===== src/rtl/uart_cmd_pkg.sv =====
// Shared definitions for the UART command parser: FSM states, CMD byte layout
// and response codes.
package uart_cmd_pkg;

   typedef enum logic [2:0] {
      ST_IDLE  = 3'd0,
      ST_ADDR  = 3'd1,
      ST_WDATA = 3'd2,
      ST_RLOAD = 3'd3,
      ST_RSEND = 3'd4,
      ST_ACK   = 3'd5,
      ST_ERR   = 3'd6
   } state_t;

   localparam int CMD_RW_BIT  = 7;
   localparam int CMD_RSVD_HI = 6;
   localparam int CMD_RSVD_LO = 3;
   localparam int CMD_LEN_HI  = 2;
   localparam int CMD_LEN_LO  = 0;

   localparam logic [7:0] RSP_ACK         = 8'hA5;
   localparam logic [7:0] RSP_ERR_CMD     = 8'hE1;
   localparam logic [7:0] RSP_ERR_TIMEOUT = 8'hE2;

endpackage


===== src/rtl/uart_cmd_regbank.sv =====
// Register storage for the command parser: one write port, one combinational
// read port and a flattened view of every register.
module uart_cmd_regbank
   import uart_cmd_pkg::*;
#(
   parameter int NUM_REGS = 16,
   parameter int DATA_W   = 16,
   parameter int AW       = 4
) (
   input  logic                         clk,
   input  logic                         reset,
   input  logic                         we,
   input  logic [AW-1:0]                waddr,
   input  logic [DATA_W-1:0]            wdata,
   input  logic [AW-1:0]                raddr,
   output logic [DATA_W-1:0]            rdata,
   output logic [NUM_REGS*DATA_W-1:0]   regs_flat
);

   logic [DATA_W-1:0] mem [NUM_REGS];

   always_ff @(posedge clk) begin
      if (reset) begin
         for (int i = 0; i < NUM_REGS; i++) mem[i] <= '0;
      end else if (we) begin
         mem[waddr] <= wdata;
      end
   end

   assign rdata = mem[raddr];

   for (genvar g = 0; g < NUM_REGS; g++) begin : g_flat
      assign regs_flat[g*DATA_W +: DATA_W] = mem[g];
   end

endmodule


===== src/rtl/uart_cmd_regfile_burst.sv =====
// Byte-stream command parser: burst register reads/writes with address
// auto-increment, inter-byte timeout and ACK/error response bytes.
module uart_cmd_regfile_burst
   import uart_cmd_pkg::*;
#(
   parameter int NUM_REGS     = 16,
   parameter int DATA_BYTES   = 2,
   parameter int MAX_BURST    = 4,
   parameter int TIMEOUT_CLKS = 50000,
   parameter int ACK_EN       = 1
) (
   input  logic                                clk,
   input  logic                                reset,
   input  logic                                rx_valid,
   input  logic [7:0]                          rx_data,
   input  logic                                tx_ready,
   output logic                                tx_valid,
   output logic [7:0]                          tx_data,
   output logic                                busy,
   output logic                                err,
   output logic [NUM_REGS*8*DATA_BYTES-1:0]    regs_flat
);

   localparam int DATA_W = 8 * DATA_BYTES;
   localparam int AW     = (NUM_REGS > 1) ? $clog2(NUM_REGS) : 1;
   localparam int TW     = (TIMEOUT_CLKS > 1) ? $clog2(TIMEOUT_CLKS + 1) : 1;
   localparam logic [TW-1:0] TLIM = TW'(TIMEOUT_CLKS - 1);

   state_t              state, state_nxt;
   logic [7:0]          cmd, cmd_nxt;
   logic [AW-1:0]       addr, addr_nxt;
   logic [2:0]          bcnt, bcnt_nxt;
   logic [3:0]          rcnt, rcnt_nxt;
   logic [TW-1:0]       tcnt, tcnt_nxt;
   logic [DATA_W-1:0]   asm_q, asm_nxt;
   logic [DATA_W-1:0]   shreg, shreg_nxt;
   logic                wr_pend, wr_pend_nxt;
   logic                tx_valid_nxt, err_nxt;
   logic [7:0]          tx_data_nxt;
   logic [DATA_W-1:0]   rd_data;
   logic [2:0]          len_m1;
   logic                last_reg, byte_last, tx_done, cmd_bad;

   function automatic logic [AW-1:0] addr_inc(input logic [AW-1:0] a);
      return (a == AW'(NUM_REGS - 1)) ? '0 : a + 1'b1;
   endfunction

   assign len_m1    = cmd[CMD_LEN_HI:CMD_LEN_LO];
   assign last_reg  = (rcnt == {1'b0, len_m1});
   assign byte_last = (bcnt == 3'(DATA_BYTES - 1));
   assign tx_done   = tx_valid & tx_ready;
   assign cmd_bad   = (cmd[CMD_RSVD_HI:CMD_RSVD_LO] != 4'd0) ||
                      ({1'b0, len_m1} >= 4'(MAX_BURST)) ||
                      ({1'b0, rx_data} >= 9'(NUM_REGS));

   // The write is issued the cycle after the last data byte, from the
   // assembled word held in asm_q.
   uart_cmd_regbank #(
      .NUM_REGS (NUM_REGS),
      .DATA_W   (DATA_W),
      .AW       (AW)
   ) u_bank (
      .clk       (clk),
      .reset     (reset),
      .we        (wr_pend),
      .waddr     (addr),
      .wdata     (asm_q),
      .raddr     (addr),
      .rdata     (rd_data),
      .regs_flat (regs_flat)
   );

   always_comb begin
      state_nxt    = state;
      cmd_nxt      = cmd;
      addr_nxt     = addr;
      bcnt_nxt     = bcnt;
      rcnt_nxt     = rcnt;
      tcnt_nxt     = '0;
      asm_nxt      = asm_q;
      shreg_nxt    = shreg;
      wr_pend_nxt  = 1'b0;
      tx_valid_nxt = tx_valid;
      tx_data_nxt  = tx_data;
      err_nxt      = 1'b0;

      case (state)
         ST_IDLE: begin
            if (rx_valid) begin
               cmd_nxt   = rx_data;
               bcnt_nxt  = '0;
               rcnt_nxt  = '0;
               state_nxt = ST_ADDR;
            end
         end

         ST_ADDR: begin
            tcnt_nxt = tcnt + 1'b1;
            if (rx_valid) begin
               tcnt_nxt = '0;
               addr_nxt = rx_data[AW-1:0];
               if (cmd_bad) begin
                  state_nxt    = ST_ERR;
                  err_nxt      = 1'b1;
                  tx_valid_nxt = 1'b1;
                  tx_data_nxt  = RSP_ERR_CMD;
               end else if (cmd[CMD_RW_BIT]) begin
                  state_nxt = ST_WDATA;
               end else begin
                  state_nxt = ST_RLOAD;
               end
            end else if (tcnt == TLIM) begin
               tcnt_nxt     = '0;
               state_nxt    = ST_ERR;
               err_nxt      = 1'b1;
               tx_valid_nxt = 1'b1;
               tx_data_nxt  = RSP_ERR_TIMEOUT;
            end
         end

         ST_WDATA: begin
            tcnt_nxt = rx_valid ? '0 : tcnt + 1'b1;
            // A byte arriving while the final write retires has no frame
            // to belong to and is rejected.
            if (rx_valid && !(wr_pend && last_reg)) begin
               asm_nxt = (asm_q << 8) | DATA_W'(rx_data);
               if (byte_last) begin
                  bcnt_nxt    = '0;
                  wr_pend_nxt = 1'b1;
               end else begin
                  bcnt_nxt = bcnt + 1'b1;
               end
            end else if (rx_valid) begin
               err_nxt = 1'b1;
            end
            if (wr_pend) begin
               addr_nxt = addr_inc(addr);
               rcnt_nxt = rcnt + 1'b1;
               if (last_reg) begin
                  tcnt_nxt = '0;
                  if (ACK_EN != 0) begin
                     state_nxt    = ST_ACK;
                     tx_valid_nxt = 1'b1;
                     tx_data_nxt  = RSP_ACK;
                  end else begin
                     state_nxt = ST_IDLE;
                  end
               end
            end else if (!rx_valid && tcnt == TLIM) begin
               tcnt_nxt     = '0;
               state_nxt    = ST_ERR;
               err_nxt      = 1'b1;
               tx_valid_nxt = 1'b1;
               tx_data_nxt  = RSP_ERR_TIMEOUT;
            end
         end

         ST_RLOAD: begin
            err_nxt      = rx_valid;
            shreg_nxt    = rd_data << 8;
            tx_data_nxt  = rd_data[DATA_W-1 -: 8];
            tx_valid_nxt = 1'b1;
            bcnt_nxt     = '0;
            state_nxt    = ST_RSEND;
         end

         ST_RSEND: begin
            err_nxt = rx_valid;
            if (tx_done) begin
               if (byte_last) begin
                  tx_valid_nxt = 1'b0;
                  addr_nxt     = addr_inc(addr);
                  rcnt_nxt     = rcnt + 1'b1;
                  state_nxt    = last_reg ? ST_IDLE : ST_RLOAD;
               end else begin
                  tx_data_nxt = shreg[DATA_W-1 -: 8];
                  shreg_nxt   = shreg << 8;
                  bcnt_nxt    = bcnt + 1'b1;
               end
            end
         end

         ST_ACK, ST_ERR: begin
            err_nxt = rx_valid;
            if (tx_done) begin
               tx_valid_nxt = 1'b0;
               state_nxt    = ST_IDLE;
            end
         end

         default: state_nxt = ST_IDLE;
      endcase
   end

   always_ff @(posedge clk) begin
      if (reset) begin
         state    <= ST_IDLE;
         cmd      <= '0;
         addr     <= '0;
         bcnt     <= '0;
         rcnt     <= '0;
         tcnt     <= '0;
         asm_q    <= '0;
         shreg    <= '0;
         wr_pend  <= 1'b0;
         tx_valid <= 1'b0;
         tx_data  <= '0;
         err      <= 1'b0;
         busy     <= 1'b0;
      end else begin
         state    <= state_nxt;
         cmd      <= cmd_nxt;
         addr     <= addr_nxt;
         bcnt     <= bcnt_nxt;
         rcnt     <= rcnt_nxt;
         tcnt     <= tcnt_nxt;
         asm_q    <= asm_nxt;
         shreg    <= shreg_nxt;
         wr_pend  <= wr_pend_nxt;
         tx_valid <= tx_valid_nxt;
         tx_data  <= tx_data_nxt;
         err      <= err_nxt;
         busy     <= (state_nxt != ST_IDLE);
      end
   end

endmodule


===== config.mk =====
export PLATFORM = sky130hd
export DESIGN_NAME = uart_cmd_regfile_burst
export DESIGN_NICKNAME = d
export VERILOG_FILES = /design/src/rtl/uart_cmd_pkg.sv /design/src/rtl/uart_cmd_regbank.sv /design/src/rtl/uart_cmd_regfile_burst.sv
export SDC_FILE = /design/constraint.sdc
export NUM_CORES = 1
export LEC_CHECK = 0
export ABC_AREA = 1
export CAP_MARGIN = 0
export CORE_ASPECT_RATIO = 2
export CORE_MARGIN = 1
export CORE_UTILIZATION = 53
export CTS_CLUSTER_SIZE = 16
export DETAILED_ROUTE_END_ITERATION = 7
export PLACE_DENSITY_LB_ADDON = 0.05
export SYNTH_ARGS = -nofsm -noshare
export SYNTH_HDL_FRONTEND = slang
export SYNTH_SLANG_ARGS = --single-unit

===== constraint.sdc =====
create_clock -name clk -period 2.5 [get_ports clk]
set_input_delay 0.625 -clock clk [delete_from_list [all_inputs] [get_ports clk]]
set_output_delay 0.625 -clock clk [all_outputs]
set_load 0.05 [all_outputs]

# ---- Word-level counts from Yosys, hierarchy flattened
# Memories as Yosys holds them, arrays and structs flattened. A register that Yosys moved wholly into a read port is not among the register bits.
# Cells that the tools add are included.
dict set report totals {
  input_bits 12
  mem_bits_rw 256
  n_memories 1
  regBits 82
}
dict set report classes {
  n_mux 78
  n_eq_ne 22
  n_addsub 4
  magnitude_cmp 2
  n_bitwise 4
  n_reduce_logical 28
}
# name depth word_bits read_ports rd_ports_with_merged_regs write_ports line_no
set mem_list {}
lappend mem_list {u_bank.mem 16 16 17 1 16 uart_cmd_regbank.sv:20} ;# logic [DATA_W-1:0] mem [NUM_REGS];
# op n
set op_table {}
lappend op_table {{2-to-1 mux 16 bit} 9}
lappend op_table {{2-to-1 mux 8 bit} 8}
lappend op_table {{one-hot mux 16 bit (2 select lines)} 2}
lappend op_table {{2-to-1 mux 4 bit} 12}
lappend op_table {{2-to-1 mux 3 bit} 15}
lappend op_table {{one-hot mux 8 bit (4 select lines)} 1}
lappend op_table {{2-to-1 mux 1 bit} 24}
lappend op_table {{one-hot mux 4 bit (3 select lines)} 2}
lappend op_table {{one-hot mux 3 bit (6 select lines)} 1}
lappend op_table {{adder 16 x 1 -> 16 bit, second input constant} 1}
lappend op_table {{equality test 16 bit, second input constant} 1}
lappend op_table {{!= test 2 bit, second input constant} 8}
lappend op_table {{bitwise OR 16 x 8 -> 16 bit} 1}
lappend op_table {{OR reduction 16 bit} 1}
lappend op_table {{AND reduction 5 bit} 3}
lappend op_table {{!= test 3 bit, second input constant} 4}
lappend op_table {{one-hot mux 3 bit (4 select lines)} 1}
lappend op_table {{nonzero test 4 bit} 3}
lappend op_table {{equality test 3 bit, second input constant} 3}
lappend op_table {{nonzero test 3 bit} 3}
lappend op_table {{adder 4 x 1 -> 4 bit, second input constant} 2}
lappend op_table {{greater-or-equal comparator 8 x 5 -> 1 bit, second input constant} 1}
lappend op_table {{AND reduction 8 bit} 1}
lappend op_table {{AND reduction 7 bit} 1}
lappend op_table {{22 further kinds} 30}

# ---- Depth between registers and ports, before layout
dict set report logic_depth {
  depth_word 8
  mapped_depth 14
}

# ---- By module
# A second synthesis with hierarchy kept.
dict set report unflattened {
  hier_cells 1968
  hier_area_um2 16101.7
}
# mod instances area_each_um2 cells_each
set by_module_without_submodules {}
lappend by_module_without_submodules {uart_cmd_regbank 1 12305.6 1382}
lappend by_module_without_submodules {uart_cmd_regfile_burst 1 3796.1 586}

# ---- Least setup slack after synthesis
# OpenSTA, ideal clock, no wires.
dict set report synth_timing {
  kind {in2reg}
  start {input port reset}
  end {memory u_bank.mem[0][0], enable pin}
  path_slack_ns 0.369
  arrival_ns 1.759
  required_ns 2.128
  stages 6
  n_path_buf 1
  path_cell_list {nor2_1 inv_1 nor2_1 nand2_2 buf_2 nand2_1}
}
# item line_no
set synth_lines {}
lappend synth_lines {{from (decl)} uart_cmd_regfile_burst.sv:13} ;# input logic reset,
lappend synth_lines {{to (decl)} uart_cmd_regbank.sv:20}

==> results.toml <==
[placed_design]
hpwl_mm = 40.13
port_buffers = 278
gp_congestion = 0.9522

[synthesis]
syn-cell-area_mm2 = 0.01530
synth_top_area_frac = 0.5023
yosys_warnings = 0
synth_edf_count = 256
synth_area_per_cell_um2 = 9.169
ys.flop_type = "edfxtp_1"
synth.cells.most_frequent = "485 x nor2_1, 258 x nand2_1, 256 x edfxtp_1"
synth-async-reset-ratio = 0
synth_nets = 1689
syn_inst = 1669
yosysTopAreaCell = "edfxtp_1"
yosysSeqAreaShare = 0.6044
synth_cell_types = 49
synth_area_leaders = "edfxtp_1 50%, nor2_1 12%, dfxtp_1 10%, nand2_1 6.3%, o21ai_0 4.2%"
synth_most_common_cell = "nor2_1"
synth-seq-cells = 334

[route]
drt_iter0_drc = 1399
wl_mm = 55.51
drt_pass1_iterations = 6
wire_per_inst_um = 23.79
num_vias = 13530
ant_nets = 0
drc = 0
viasPerCell = 5.799

[pwr]
max-vdd-ir-drop_v = 0.0005810
seq_power_share = 0.433
comb_power_share = 0.244
swShare = 0.3262
internal_power_mw = 10.03
power.leakage_nw = 7.279
power_switching_mw = 4.856
clkPwrFrac = 0.323
power_mw = 14.89
p_per_area_mw_per_mm2 = 749.5

[grt]
antenna_found_initial = 0
grt_first_pass_wirelength_mm = 80.74
grt.overflow.total = 0
grt_pass1_vias = 13160
grt_usage = 0.3786
grt_max_degree = 99

[sta]
fmax_ghz = 0.3992
timing.hold.ws_ns = 0.4681
max_slew_margin = 0.4818
clock_skew_ns = 0.01223
fin_crit_ns = 2.505
rsz0062_at_grt = "false"
setup_viol = 2
finalCritPeriodShare = 1.002
hold_viol_final = 0
tightest_slew_ns = 0.7726
finalMaxSlewViolations = 0
worst_slack_ns = -0.004763

[floorplanning]
die_area_mm2 = 0.02960
row_count = 87
core_mm2 = 0.02830
die_w_um = 122.2
io_pins = 279
start_util = 0.5407
fp.dieH_um = 242.3

[outcome]
run_status = "finished with violations"
violations = "negative setup slack"

[final_layout]
nFillCells = 2278
final_nets = 1974
layout-drive-gt1-share = 0.09211
synthToLayoutAreaGrowth_pct = 29.80

[min_path]
min_from = "tx_data[2]"
hold_class = "reg -> reg"
min_path_cells = 2
min_to = "tx_data[2]"

[clock_tree]
insertion_delay_ns = 0.56
cts_tree = "built"
cts_resized = 0
cts_buffer_depth = 3
ctsHoldBuffers = 0
cts_made_buffers = 28
cts_setup_buffers = 0
cts.sinks = 334
cts_root_buf = "clkbuf_16"
path_clk_slew_ns = 0.07
cts-htree-levels = 1

[setup_path]
crit_required_ns = 1.88
r2r_slack_ns = 0.35
crit_chain = "clkdlybuf4s50_1"
reg2reg_to = "tx_data[5]"
worstPathArrival_ns = 1.88
end_kind = "output port"
path_max_fanout = 2
critical_path_buf_inv_count = 1
r2r_cells = 9
cpPeakStageDelay_ns = 0.85
critPathSlowestCell = "clkdlybuf4s50_1"
crit_family = "buffers and inverters"
critPathLaunchType = "register"
critPathKind = "reg -> out"

[job]
drv_cap = 0
[per-layer routing]
| layer | GRT usage | vias to the layer above | routed length [µm] |
|---|---|---|---|
| li1 | - | 6127 | - |
| met5 | 0 | - | 0 |
| met2 | 0.6856 | 803 | 29700 |
| met4 | 0.2830 | 0 | 4770 |
| met3 | 0.04426 | 202 | 3989 |
| met1 | 0.3878 | 6398 | 17050 |
[cell families after synthesis]
group | after synthesis | share of synthesized area
buffers and inverters | 188 | 0.05568
XOR/XNOR | 6 | 0.003434
flip-flops | 334 | 0.6044
AND/OR/NAND/NOR | 892 | 0.2406
AO/OA/AOI/OAI | 241 | 0.08936
adder cells (fa/ha/maj) | 8 | 0.006541
[cells in the final DEF, fill, tap and decap left out, types with 39 or more instances in the layout]
cell type / netlist / routed
nor2_1: 485 / 485
clkdlybuf4s50_1: 0 / 277
nand2_1: 258 / 258
edfxtp_1: 256 / 256
o21ai_0: 128 / 128
nand3_1: 87 / 87
dfxtp_1: 78 / 76
inv_1: 61 / 61
buf_4: 10 / 53
a21oi_1: 39 / 39
[through the flow]
stage          std cells  cell area [µm²]    util  setup WS, ns   TNS (ns)
6_report            2333            19860  0.7019     -0.004763  -0.006604
5_1_grt             2332            19860  0.7018     0.0004750          0
4_1_cts             2332            19860  0.7017      0.008897          0
3_5_place_dp        2280            18860  0.6662       0.09251          0
3_3_place_gp        2280            18860  0.6662        0.1291          0
2_1_floorplan       1669            15300       -        0.3692          0
[worst max-delay path by stage]
stage                     start               end  slack (ns)  depth (start not counted)
2_1_floorplan             reset  u_bank.mem[0][0]        0.37                          6
3_3_place_gp         rx_data[7]        tx_data[6]        0.13                          9
3_5_place_dp         rx_data[7]        tx_data[0]        0.09                          9
4_1_cts        u_bank.mem[3][7]     regs_flat[55]       0.009                          1
5_1_grt        u_bank.mem[9][6]    regs_flat[150]      0.0005                          1
6_report       u_bank.mem[9][6]    regs_flat[150]      -0.005                          1
[sequential cells by signal, summed over array words and instances, names as in the netlist, named ones only]
name / flops
wr_pend: 1
bcnt: 3
tx_valid: 1
busy: 1
shreg: 8
tcnt: 16
cmd: 8
err: 1
tx_data: 8
state: 3
asm_q: 16
addr: 4
u_bank.mem: 256
rcnt: 4
[power groups by stage]
stage	registers, mW	logic [mW]	clock network, mW
after floorplan	7.05	1.67	0
after global placement	6.55	3.52	0
after detailed placement	6.56	3.56	0
after CTS	6.43	3.57	4.82
after global routing	6.46	3.82	5.00
final	6.44	3.63	4.81
[cell type report]
class                      count  area [µm²]  area share
inverter                      91       352.8     0.01776
clock buffer                  34       764.5     0.03849
clock inverter                18       239.0     0.01203
timing repair buffer         352        3603      0.1814
antenna                        1       2.502   0.0001260
tap                          356       445.4     0.02242
sequential                   334        9254      0.4659
multi-input combinational   1147        5202      0.2619
Note: power is estimated with default switching activity, not from simulation.
